`config.mk`:
```
export PLATFORM = sky130hd
export DESIGN_NAME = sprite_line_render_flat
export DESIGN_NICKNAME = d
export VERILOG_FILES = /design/src/rtl/sprite_line_render_if.sv /design/src/rtl/sprite_line_render.sv /design/src/flat_wrapper.sv
export SDC_FILE = /design/constraint.sdc
export NUM_CORES = 1
export LEC_CHECK = 0
export CAP_MARGIN = 20
export CORE_MARGIN = 1
export CORE_UTILIZATION = 52
export CTS_CLUSTER_DIAMETER = 100
export DETAILED_ROUTE_END_ITERATION = 12
export GPL_TIMING_DRIVEN = 0
export PLACE_DENSITY = 0.81
export SYNTH_ARGS = -nofsm -noshare
export SYNTH_HDL_FRONTEND = slang
export SYNTH_SLANG_ARGS = --single-unit
```
`constraint.sdc`:
```
create_clock -name clk -period 3.4 [get_ports clk]
set_input_delay 0.34 -clock clk [delete_from_list [all_inputs] [get_ports clk]]
set_output_delay 0.34 -clock clk [all_outputs]
set_load 0.02 [all_outputs]
```
`src/rtl/sprite_line_render_if.sv`:
```
// rtl/sprite_line_render_if.sv - sprite slot handoff between holding stage and line renderer
// The holding stage drives a slot (master); the renderer latches it and pulses slot_take (slave).
interface sprite_line_render_if;
  logic        slot_valid;
  logic [8:0]  pos_x;
  logic [3:0]  scl_x;
  logic        swp_x;
  logic [4:0]  bcolor1;
  logic [4:0]  bcolor2;
  logic [4:0]  bcolor3;
  logic [4:0]  bcolor4;
  logic [31:0] colors;
  logic        slot_take;

  modport master (
    output slot_valid, pos_x, scl_x, swp_x, bcolor1, bcolor2, bcolor3, bcolor4, colors,
    input  slot_take
  );

  modport slave (
    input  slot_valid, pos_x, scl_x, swp_x, bcolor1, bcolor2, bcolor3, bcolor4, colors,
    output slot_take
  );
endinterface

```
`src/rtl/sprite_line_render.sv`:
```
// rtl/sprite_line_render.sv - serializes one latched sprite slot into per-strobe palette pixels
// Optional macro SPRITE_HIT_EN adds bg_opaque_i and a sticky per-line hit_o collision flag.
module sprite_line_render #(
  parameter int LINE_W = 320
) (
  input  logic                 clk,
  input  logic                 rst_n,
  sprite_line_render_if.slave  slot_if,
  input  logic                 line_start_i,
  input  logic                 pix_en_i,
  input  logic [8:0]           hpos_i,
`ifdef SPRITE_HIT_EN
  input  logic                 bg_opaque_i,
  output logic                 hit_o,
`endif
  output logic [4:0]           pix_color_o,
  output logic                 pix_valid_o,
  output logic                 busy_o
);

  typedef enum logic [1:0] {IDLE, ARMED, DRAW, DONE} state_e;

  localparam logic [9:0] LINE_W_C = 10'(LINE_W);

  state_e          state_q, state_d;
  logic [8:0]      pos_x_q;
  logic [3:0]      scl_x_q;
  logic            swp_x_q;
  logic [3:0][4:0] bcolor_q;
  logic [31:0]     colors_q;
  logic [3:0]      s_q, s_d;
  logic [3:0]      r_q, r_d;
  logic [4:0]      pix_color_q, pix_color_d;
  logic            pix_valid_q, pix_valid_d;
  logic            slot_take_q, slot_take_d;
  logic            latch;
  logic            render;
  logic [3:0]      k;
  logic [1:0]      code;
  logic [4:0]      cur_color;
  logic            on_line;

  // Mirroring reads source pixel 15-s, which for a 4-bit index is just ~s.
  assign k         = swp_x_q ? ~s_q : s_q;
  assign code      = colors_q[{k, 1'b0} +: 2];
  assign cur_color = bcolor_q[code];
  assign on_line   = ({1'b0, pos_x_q} < LINE_W_C);

  always_ff @(posedge clk or negedge rst_n) begin
    if (!rst_n) begin
      state_q     <= IDLE;
      pos_x_q     <= '0;
      scl_x_q     <= '0;
      swp_x_q     <= 1'b0;
      bcolor_q    <= '0;
      colors_q    <= '0;
      s_q         <= '0;
      r_q         <= '0;
      pix_color_q <= '0;
      pix_valid_q <= 1'b0;
      slot_take_q <= 1'b0;
    end else begin
      state_q     <= state_d;
      s_q         <= s_d;
      r_q         <= r_d;
      pix_color_q <= pix_color_d;
      pix_valid_q <= pix_valid_d;
      slot_take_q <= slot_take_d;
      if (latch) begin
        pos_x_q  <= slot_if.pos_x;
        scl_x_q  <= slot_if.scl_x;
        swp_x_q  <= slot_if.swp_x;
        bcolor_q <= {slot_if.bcolor4, slot_if.bcolor3, slot_if.bcolor2, slot_if.bcolor1};
        colors_q <= slot_if.colors;
      end
    end
  end

  always_comb begin
    state_d     = state_q;
    s_d         = s_q;
    r_d         = r_q;
    pix_color_d = pix_color_q;
    pix_valid_d = pix_valid_q;
    slot_take_d = 1'b0;
    latch       = 1'b0;
    render      = 1'b0;

    if (line_start_i) begin
      state_d     = IDLE;
      s_d         = '0;
      r_d         = '0;
      pix_color_d = '0;
      pix_valid_d = 1'b0;
    end else begin
      unique case (state_q)
        IDLE: begin
          if (pix_en_i) begin
            pix_color_d = '0;
            pix_valid_d = 1'b0;
          end
          if (slot_if.slot_valid) begin
            latch       = 1'b1;
            slot_take_d = 1'b1;
            s_d         = '0;
            r_d         = '0;
            state_d     = ARMED;
          end
        end
        ARMED: begin
          if (pix_en_i) begin
            if (hpos_i == pos_x_q && on_line) begin
              render  = 1'b1;
              state_d = DRAW;
            end else begin
              pix_color_d = '0;
              pix_valid_d = 1'b0;
            end
          end
        end
        DRAW: render = pix_en_i;
        DONE: begin
          if (pix_en_i) begin
            pix_color_d = '0;
            pix_valid_d = 1'b0;
          end
        end
        default: state_d = IDLE;
      endcase
    end

    // A transparent pixel has color 0, so the color register alone is already "0 when not drawing".
    if (render) begin
      pix_color_d = cur_color;
      pix_valid_d = (cur_color != 5'd0);
      if (r_q == scl_x_q) begin
        r_d = '0;
        if (s_q == 4'd15) state_d = DONE;
        else              s_d     = s_q + 4'd1;
      end else begin
        r_d = r_q + 4'd1;
      end
    end
  end

  assign slot_if.slot_take = slot_take_q;
  assign pix_color_o       = pix_color_q;
  assign pix_valid_o       = pix_valid_q;
  assign busy_o            = (state_q == ARMED) || (state_q == DRAW);

`ifdef SPRITE_HIT_EN
  logic hit_q;

  always_ff @(posedge clk or negedge rst_n) begin
    if (!rst_n)                                           hit_q <= 1'b0;
    else if (line_start_i)                                hit_q <= 1'b0;
    else if (render && cur_color != 5'd0 && bg_opaque_i) hit_q <= 1'b1;
  end

  assign hit_o = hit_q;
`endif

endmodule

```
`src/flat_wrapper.sv`:
```
// flat-port wrapper written by rule: the top's interface ports become plain ports
module sprite_line_render_flat 
#(
  parameter int LINE_W = 320
)
  (clk, rst_n, line_start_i, pix_en_i, hpos_i, pix_color_o, pix_valid_o, busy_o, slot_if_slot_valid, slot_if_pos_x, slot_if_scl_x, slot_if_swp_x, slot_if_bcolor1, slot_if_bcolor2, slot_if_bcolor3, slot_if_bcolor4, slot_if_colors, slot_if_slot_take);
  sprite_line_render_if slot_if_i ();
  input  logic clk;
  input  logic rst_n;
  input  logic line_start_i;
  input  logic pix_en_i;
  input  logic [8:0] hpos_i;
  output logic [4:0] pix_color_o;
  output logic pix_valid_o;
  output logic busy_o;
  input wire logic [$bits(slot_if_i.slot_valid)-1:0] slot_if_slot_valid;
  input wire logic [$bits(slot_if_i.pos_x)-1:0] slot_if_pos_x;
  input wire logic [$bits(slot_if_i.scl_x)-1:0] slot_if_scl_x;
  input wire logic [$bits(slot_if_i.swp_x)-1:0] slot_if_swp_x;
  input wire logic [$bits(slot_if_i.bcolor1)-1:0] slot_if_bcolor1;
  input wire logic [$bits(slot_if_i.bcolor2)-1:0] slot_if_bcolor2;
  input wire logic [$bits(slot_if_i.bcolor3)-1:0] slot_if_bcolor3;
  input wire logic [$bits(slot_if_i.bcolor4)-1:0] slot_if_bcolor4;
  input wire logic [$bits(slot_if_i.colors)-1:0] slot_if_colors;
  output wire logic [$bits(slot_if_i.slot_take)-1:0] slot_if_slot_take;
  assign slot_if_i.slot_valid = slot_if_slot_valid;
  assign slot_if_i.pos_x = slot_if_pos_x;
  assign slot_if_i.scl_x = slot_if_scl_x;
  assign slot_if_i.swp_x = slot_if_swp_x;
  assign slot_if_i.bcolor1 = slot_if_bcolor1;
  assign slot_if_i.bcolor2 = slot_if_bcolor2;
  assign slot_if_i.bcolor3 = slot_if_bcolor3;
  assign slot_if_i.bcolor4 = slot_if_bcolor4;
  assign slot_if_i.colors = slot_if_colors;
  assign slot_if_slot_take = slot_if_i.slot_take;
  sprite_line_render #(.LINE_W(LINE_W)) u_core (.clk(clk), .rst_n(rst_n), .slot_if(slot_if_i), .line_start_i(line_start_i), .pix_en_i(pix_en_i), .hpos_i(hpos_i), .pix_color_o(pix_color_o), .pix_valid_o(pix_valid_o), .busy_o(busy_o));
endmodule
```
======== Yosys cells after proc, flatten, opt, wreduce, memory -nomap -nowiden ========
Index checks and enable logic that the tools add are counted.
storage, ports and cells
  register bits ........................... 83
  input bits .............................. 80
  output and inout port bits .............. 8
operators by class
  $add $sub $neg .......................... 2
  $lt $le $gt $ge ......................... 2
  eq/ne operators ......................... 9
  shifts and indexed selects .............. 1
  multiplexer cells ....................... 41
  bitwise logic cells ..................... 1
  reductions and logical operators ........ 10
operators by type and width
  operator                                                                  number
  4-bit two-way mux                                                         12
  32-bit by 6-bit indexed part select with 2-bit output                     1
  5-bit two-way mux                                                         6
  2-bit two-way mux                                                         7
  1-bit two-way mux                                                         11
  5-bit binary-select mux with 2-bit select                                 1
  5-bit case mux with 2 select lines                                        1
  9-bit equality test                                                       1
  9-bit < comparator (second input constant)                                1
  4-bit by 1-bit adder with 4-bit output (second input constant)            2
  4-bit by 3-bit inequality test with 1-bit output (second input constant)  2
  3-bit nonzero test                                                        2
  5-bit nonzero test                                                        1
  2-bit equality test (second input constant)                               2
  4-bit equality test                                                       1
  4-bit equality test (second input constant)                               1
  4-bit by 1-bit inequality test with 1-bit output (second input constant)  1
  4-bit inverter                                                            1
  1-bit case mux with 2 select lines                                        2
  2-bit case mux with 2 select lines                                        1
  4-bit AND reduction                                                       1
  4-bit nonzero test                                                        1
  2-bit by 3-bit < comparator with 1-bit output (second input constant)     1
  2-bit by 1-bit equality test with 1-bit output (second input constant)    1
  other kinds (5)                                                           5

======== Depth between registers and ports, before layout ========
Gate-level depths: netlist of the first run.
  word-level depth ........................ 9
  gate-level depth with buffers ........... 12
  gate-level depth less buffers ........... 9

======== Worst setup path before layout of the first run ========
No wires, ideal clock.
  path kind ............................... register to register
  from .................................... register u_core.s_q[0]
  to ...................................... register u_core.pix_valid_q (netlist: u_core.pix_valid_o)
  library setup time ...................... 0.126 ns
  arrival time ............................ 2.254 ns
  setup slack ............................. 1.020 ns
  cell stages (with the launch flop) ...... 10
  cells stage by stage .................... dfrtp_1 > buf_6 > buf_8 > mux2_1 > o22ai_1 > o221ai_1 > o21ai_2 > buf_8 > mux4_2 > a221o_1
on the way
  word-level cells in the longest chain between the ends .. 7
RTL lines
  item                                                       RTL line                   source
  start, declared                                            sprite_line_render.sv:31   logic [3:0] s_q, s_d;
  start signal, assigned                                     sprite_line_render.sv:57   s_q <= '0;
  start signal, assigned                                     sprite_line_render.sv:64   s_q <= s_d;
  4-bit inverter                                             sprite_line_render.sv:44   assign k = swp_x_q ? ~s_q : s_q;
  4-bit two-way mux (*)                                      sprite_line_render.sv:44
  32-bit by 6-bit indexed part select with 2-bit output (*)  sprite_line_render.sv:45   assign code = colors_q[{k, 1'b0} +: 2];
  5-bit binary-select mux with 2-bit select (*)              sprite_line_render.sv:46   assign cur_color = bcolor_q[code];
  5-bit two-way mux (not written as such) (*)                sprite_line_render.sv:46
  5-bit nonzero test (*)                                     sprite_line_render.sv:135  pix_valid_d = (cur_color != 5'd0);
  1-bit two-way mux (*)                                      sprite_line_render.sv:133  if (render) begin
  end signal, assigned                                       sprite_line_render.sv:67   pix_valid_q <= pix_valid_d;
  end, declared                                              sprite_line_render.sv:34   logic pix_valid_q, pix_valid_d;
Every way passes the cells marked *; elsewhere a longest branch is shown, timed or not. The select of a mux whose other input is x is not followed.
A chain may end at the register's enable or synchronous reset.

======== Worst setup path after layout of the first run ========
  from .................................... register u_core.state_q[1]
  to ...................................... register u_core.colors_q[17]
on the way
  word-level cells in the longest chain between the ends .. 3
RTL lines
  item                    RTL line                  source
  start, declared         sprite_line_render.sv:25  state_e state_q, state_d;
  start signal, assigned  sprite_line_render.sv:63  state_q <= state_d;
  2-bit zero test         sprite_line_render.sv:96  unique case (state_q)
  1-bit two-way mux       sprite_line_render.sv:96
  1-bit two-way mux       sprite_line_render.sv:89  if (line_start_i) begin
  end signal, assigned    sprite_line_render.sv:74  colors_q <= slot_if.colors;
  end, declared           sprite_line_render.sv:30  logic [31:0] colors_q;
No other way between the ends.

==> flow_summary.yaml, run 1 <==
yosys:
  yosys-top-cells-count: "83 x dfrtp_1, 69 x mux2_2, 24 x nand2_1"
  synth.yosys.warnings: 0
  synthArstFlopShare_pct: 100
  synth-seq-cells: 83
  synth_top_area_cell: "dfrtp_1"
  syn_avg_cell_area_um2: 12.2
  yosysSeqAreaShare_pct: 48.2
  synth.top_cell.area_share_pct: 48.2
  synth_area_mm2: 0.00431
  ys_types: 49
  synthFlopType: "dfrtp_1"
  ys_top_cells_by_area: "dfrtp_1 48%, mux2_2 18%, mux2i_1 4.4%"
  synthCells: 354
  syn-num-nets: 439
  yosysMostFrequentCell: "dfrtp_1"
  synth_edf_count: 0
critical_path:
  critPathKind: "register to register"
  rr_startpoint: "u_core.state_q[1]$_DFF_PN0_"
  end_kind: "register"
  crit_slowest_cell: "clkbuf_1"
  r2r_cells: 7
  startpoint_type: "register"
  rrSetupSlack_ps: 710
  cp_data_arrival_time_ps: 2930
  crit_chain: "inv_1, ha_1, nand2_1, nor2_1, clkbuf_1, clkbuf_1, mux2_2"
  cp_max_fo: 10
  max_stage_delay_ps: 530
  crit_top_cell: "clkbuf_1"
  rr_endpoint: "u_core.colors_q[17]$_DFFE_PN0P_"
  required_ps: 3630
clocking:
  htree_levels: 3
  ctsResizeCount: 0
  root_buffer: "clkbuf_8"
  cts_made_buffers: 9
  clk_path_buf_depth: 2
  clk_latency_ps: 350
  cts_tree: "yes"
  post-cts-setup-buffer-count: 0
  path_clk_slew_ps: 90
  numClockSinks: 83
routing:
  drt_pass1_iterations: 4
  drcViolationCount: 0
  wirelength_um: 9270
  drt_iter0_markers: 101
  viasPerCell: 5.57
  ant_nets: 0
  post_drt_wl_per_cell_um: 16.5
  vias: 3124
global_route:
  grt_max_degree: 63
  grt_pass1_vias: 3278
  grt_pass1_wl_um: 15600
  antenna_found_initial: 0
  grt_use_total_pct: 23.3
  grt-ovfl-total: 0
die:
  die_w_um: 93.0
  fp.dieH_um: 93.0
  design.die.area_mm2: 0.00866
  initial_utilization_pct: 54.6
  placeableCoreArea_mm2: 0.00789
  fp-row-count: 32
  ios: 88
timing:
  finalCriticalPeriod_ps: 2690
  setup_violations: 0
  rsz0062_at_grt: "no"
  finalMaxSlewViolations: 0
  finClkSkew_ps: 11.2
  hold_slack_ps: 418
  finalHoldViolCount: 0
  final.setup.tns_ps: 0
  max_freq_ghz: 0.371
  slew_headroom_pct: 53.4
  tightest_slew_ps: 699
  postLayoutSetupSlackWorst_ps: 706
  finalCritPeriodShare_pct: 79.2
hold_path:
  hold_path.class: "input port to async pin"
cells_and_area:
  multi_input_area_mm2: 0.00207
  n_antenna_cell: 0
  nets: 539
  nFillCells: 596
  post-route-util_pct: 69.9
  stdcell_area_mm2: 0.00552
  final_cells: 561
  drive_above_1_share_pct: 22.4
  area_growth_pct: 28.0
  regArea_mm2: 0.00208
placement:
  dp_slack_ps: 384
  portBuffers: 87
  placedCellCount: 544
  gp_congestion: 0.866
  placed_cell_area_mm2: 0.00533
  dp_hpwl_um: 6970
status:
  status: "completed"
run:
  cap_violations: 0
power_and_ir_drop:
  powerDensity_mw_per_mm2: 461
  power_leakage_nw: 2.25
  power_mw: 2.54
  max-vdd-ir-drop_v: 0.000260
-- layout by cell type (no fill, tap or decap), types with 2 or more instances in the layout --
master / instances
a211o_1: 5
a211oi_1: 3
a21oi_1: 8
a22o_1: 2
a22oi_1: 4
a2bb2oi_1: 2
buf_2: 4
buf_4: 2
buf_6: 3
buf_8: 2
clkbuf_1: 10
clkbuf_8: 10
clkdlybuf4s50_1: 86
clkinvlp_4: 2
dfrtp_1: 83
ha_1: 5
inv_1: 12
mux2_1: 12
mux2_2: 69
mux2_4: 2
mux2i_1: 19
nand2_1: 24
nand2b_1: 3
nand3_1: 5
nand4_1: 2
nor2_1: 8
nor2b_1: 10
o21ai_0: 5
o21ai_1: 5
o21ai_2: 2
o221ai_1: 2
o22ai_1: 12
o31ai_1: 2
or3_1: 2
xnor2_1: 6
xor2_1: 7
-- routing by layer --
layer / vias to the layer above / share of wire [%] / track usage, %
li1: 1481 / - / -
met1: 1559 / 43 / 28.1
met2: 76 / 52 / 41.1
met3: 8 / 4.6 / 5.45
met4: 0 / 0.70 / 7.82
met5: - / 0 / 0
-- where the power goes --
group,internal [mW],switching (mW),leakage (nW),total (mW)
registers,1.14,0.108,1.01,1.25
clock network,0.288,0.345,0.0799,0.633
logic,0.394,0.265,1.15,0.659
total,1.82,0.717,2.25,2.54
-- registers in the layout, summed over array words and instances (netlist names) --
| name | count |
|---|---|
| u_core.s_q | 4 |
| u_core.r_q | 4 |
| u_core.scl_x_q | 4 |
| u_core.slot_if.slot_take | 1 |
| u_core.bcolor_q | 20 |
| u_core.pos_x_q | 9 |
| u_core.state_q | 2 |
| u_core.colors_q | 32 |
| u_core.pix_valid_o | 1 |
| u_core.swp_x_q | 1 |
| u_core.pix_color_o | 5 |
-- worst max-delay path by stage --
stage / cells past startpoint / start / end
floorplan: 9 / u_core.s_q[0]$_DFF_PN0_ / u_core.pix_valid_o$_DFFE_PN0P_
global placement: 1 / rst_n / u_core.bcolor_q[0]$_DFFE_PN0P_
detailed placement: 9 / hpos_i[8] / u_core.s_q[2]$_DFF_PN0_
CTS: 7 / u_core.state_q[1]$_DFF_PN0_ / u_core.colors_q[17]$_DFFE_PN0P_
global route: 7 / u_core.state_q[1]$_DFF_PN0_ / u_core.colors_q[19]$_DFFE_PN0P_
finish: 7 / u_core.state_q[1]$_DFF_PN0_ / u_core.colors_q[17]$_DFFE_PN0P_
-- cell families after synthesis --
logic type | after synthesis | synth area share [%]
compound gates | 62 | 10.4
fa+ha+maj | 5 | 1.45
simple gates | 57 | 6.30
mux | 103 | 26.8
flops | 83 | 48.2
xor+xnor | 14 | 3.02
buf+inv | 30 | 3.89
-- timing repair --
action,CTS,global route
hold buffers,1,0
endpoints found under the hold margin,21,0
setup endpoints to repair,0,0
-- area by class of cell --
| class | count | share of cell area [%] |
|---|---|---|
| timing repair buffer | 89 | 16.4 |
| inverter | 12 | 0.817 |
| buffer | 18 | 2.22 |
| clock inverter | 3 | 0.431 |
| multi-input combinational | 241 | 37.4 |
| clock buffer | 13 | 2.70 |
| sequential | 83 | 37.7 |
| tap | 102 | 2.31 |
-- critical path: cells and delay by family, from the launching register on --
family	cells	cell delay, ps
DFF	1	430
buffers and inverters	3	1180
muxes	1	410
adders and majority gates	1	200
and+or+nand+nor	2	360
Power figures use the tool's default switching activity.
==> run 2, diff against run 1 <==
==> constraint.sdc (replaced) <==
create_clock -name clk -period 2.5 [get_ports clk]
set_input_delay 0.25 -clock clk [delete_from_list [all_inputs] [get_ports clk]]
set_output_delay 0.25 -clock clk [all_outputs]
set_load 0.02 [all_outputs]
==> run 2 against run 1 <==
The flow now finishes with violations (setup timing). Combinational power grew 56%. Flip-flop and latch count did not move. Clock power grew 38%. Global-route usage grew 0.12 points. Clock skew barely moved. First-iteration DRC count is 0.99% higher. Critical path type unchanged.
==> flow_summary.yaml, run 2 (synthesis gave the netlist of run 1 again) <==
routing:
  wirelength_um: 9810
  viasPerCell: 5.64
  ant_nets: 0
  drt_iter0_markers: 102
  post_drt_wl_per_cell_um: 17.2
  drcViolationCount: 0
  drt_pass1_iterations: 4
  vias: 3209
global_route:
  grt_pass1_vias: 3310
  grt-ovfl-total: 0
  grt_pass1_wl_um: 15700
  grt_use_total_pct: 23.5
  grt_max_degree: 63
  antenna_found_initial: 0
critical_path:
  critPathKind: "register to register"
  r2r_cells: 9
  rr_endpoint: "u_core.pix_valid_o$_DFFE_PN0P_"
  cp_max_fo: 7
  startpoint_type: "register"
  end_kind: "register"
  rr_startpoint: "u_core.s_q[0]$_DFF_PN0_"
  cp_data_arrival_time_ps: 2870
  rrSetupSlack_ps: -130
  required_ps: 2740
die:
  placeableCoreArea_mm2: 0.00789
  fp-row-count: 32
  die_w_um: 93.0
  design.die.area_mm2: 0.00866
  initial_utilization_pct: 54.6
  ios: 88
  fp.dieH_um: 93.0
run:
  cap_violations: 0
placement:
  placedCellCount: 544
  portBuffers: 87
  dp_hpwl_um: 6970
  gp_congestion: 0.866
timing:
  finalCriticalPeriod_ps: 2630
  finClkSkew_ps: 10.9
  tightest_slew_ps: 712
  slew_headroom_pct: 52.6
  max_freq_ghz: 0.380
  rsz0062_at_grt: "yes"
  postLayoutSetupSlackWorst_ps: -129
  setup_violations: 2
  finalHoldViolCount: 0
  hold_slack_ps: 324
  finalCritPeriodShare_pct: 105
  finalMaxSlewViolations: 0
clocking:
  root_buffer: "clkbuf_8"
  clk_path_buf_depth: 2
  numClockSinks: 83
  cts_made_buffers: 9
  path_clk_slew_ps: 90
  htree_levels: 3
  clk_latency_ps: 350
  cts_tree: "yes"
status:
  status: "finished with violations"
  violations: "setup timing"
cells_and_area:
  final_common_cell: "clkdlybuf4s50_1"
  drive_above_1_share_pct: 27.2
  largest-register: "u_core.colors_q"
  mostFrequentLayoutCells: "86 x clkdlybuf4s50_1, 83 x dfrtp_1, 65 x mux2_2"
  area_growth_pct: 33.0
  n_antenna_cell: 0
  top_regs: "u_core.colors_q (32), u_core.bcolor_q (20), u_core.pos_x_q (9)"
  final_cells: 569
  largest_reg_flops: 32
  nets: 547
power_and_ir_drop:
  pwr-share-seq_pct: 47.3
  sw_frac_of_total_pct: 29.0
  power_mw: 3.61
  powerDensity_mw_per_mm2: 630
  power_leakage_nw: 2.34
  switchingPower_mw: 1.05
  max-vdd-ir-drop_v: 0.000364
  power.share.clock_pct: 24.2
  combPwrFrac_pct: 28.5
  internal-power_mw: 2.56
hold_path:
  hold_path.class: "input port to async pin"
run 2: metrics by stage:
stage | area, um2 | util [%] | worst slack, ps | TNS (ps)
after floorplan | 4310 | - | 120 | 0
after global placement | 5310 | 67.3 | -1720 | -147210
after detailed placement | 5330 | 67.6 | -426 | -6740
after CTS | 5550 | 70.4 | -71.7 | -71.7
after global routing | 5730 | 72.7 | -201 | -321
final | 5730 | 72.7 | -129 | -173
run 2: area by class of cell:
type / instances / area [um2]
Buffer: 18 / 130
Fill cell: 569 / 2150
Timing Repair Buffer: 97 / 1000
Clock inverter: 3 / 23.8
Inverter: 12 / 45.0
Multi-Input combinational cell: 241 / 2180
Tap cell: 102 / 128
Sequential cell: 83 / 2080
Clock buffer: 13 / 149
run 2: what timing repair did:
action,4_1_cts,5_1_grt
gates resized for setup,8,20
hold buffers,1,0
pin swaps,0,6
endpoints found under the setup margin,21,20
setup buffers,0,6
gates cloned,0,2
endpoints found under the hold margin,21,0
run 2: worst max-delay path by stage:
stage	from	slack, ps	endpoint
2_1_floorplan	u_core.s_q[0]$_DFF_PN0_	120	u_core.pix_valid_o$_DFFE_PN0P_
3_3_place_gp	rst_n	-1720	u_core.bcolor_q[0]$_DFFE_PN0P_
3_5_place_dp	hpos_i[8]	-430	u_core.s_q[2]$_DFF_PN0_
4_1_cts	u_core.s_q[0]$_DFF_PN0_	-70	u_core.pix_valid_o$_DFFE_PN0P_
5_1_grt	u_core.s_q[0]$_DFF_PN0_	-200	u_core.pix_valid_o$_DFFE_PN0P_
6_report	u_core.s_q[0]$_DFF_PN0_	-130	u_core.pix_valid_o$_DFFE_PN0P_
run 2: critical path: stages (launching register included):
cell       delay (ps)
dfrtp_1           400
buf_6             150
clkbuf_16         150
a211o_1           290
a22oi_2           180
o22ai_2           110
o21ai_4           240
buf_8             180
mux4_2            520
a221o_1           300
run 2: layer usage:
layer,share of wire [%],up-vias,track usage [%],wire (um)
met5,0,-,0,0
met4,1.3,0,7.69,131
met3,4.0,15,5.45,388
met2,52,83,41.2,5110
met1,43,1602,28.4,4180
li1,-,1509,-,-
run 2: power groups by stage:
stage	registers [mW]	logic (mW)	clock network, mW
4_1_cts	1.70	0.928	0.884
5_1_grt	1.73	1.10	0.952
6_report	1.71	1.03	0.874
2_1_floorplan	1.67	0.623	0
3_3_place_gp	1.71	0.865	0
3_5_place_dp	1.73	0.900	0
==> run 3, diff against run 2 <==
--- a/config.mk
+++ b/config.mk
@@ -5,7 +5,6 @@
 export SDC_FILE = /design/constraint.sdc
 export NUM_CORES = 1
 export LEC_CHECK = 0
-export CAP_MARGIN = 20
 export CORE_MARGIN = 1
 export CORE_UTILIZATION = 52
 export CTS_CLUSTER_DIAMETER = 100
==> results of run 3 <==
The final DEF is identical to that of run 2; final timing and power are the same.
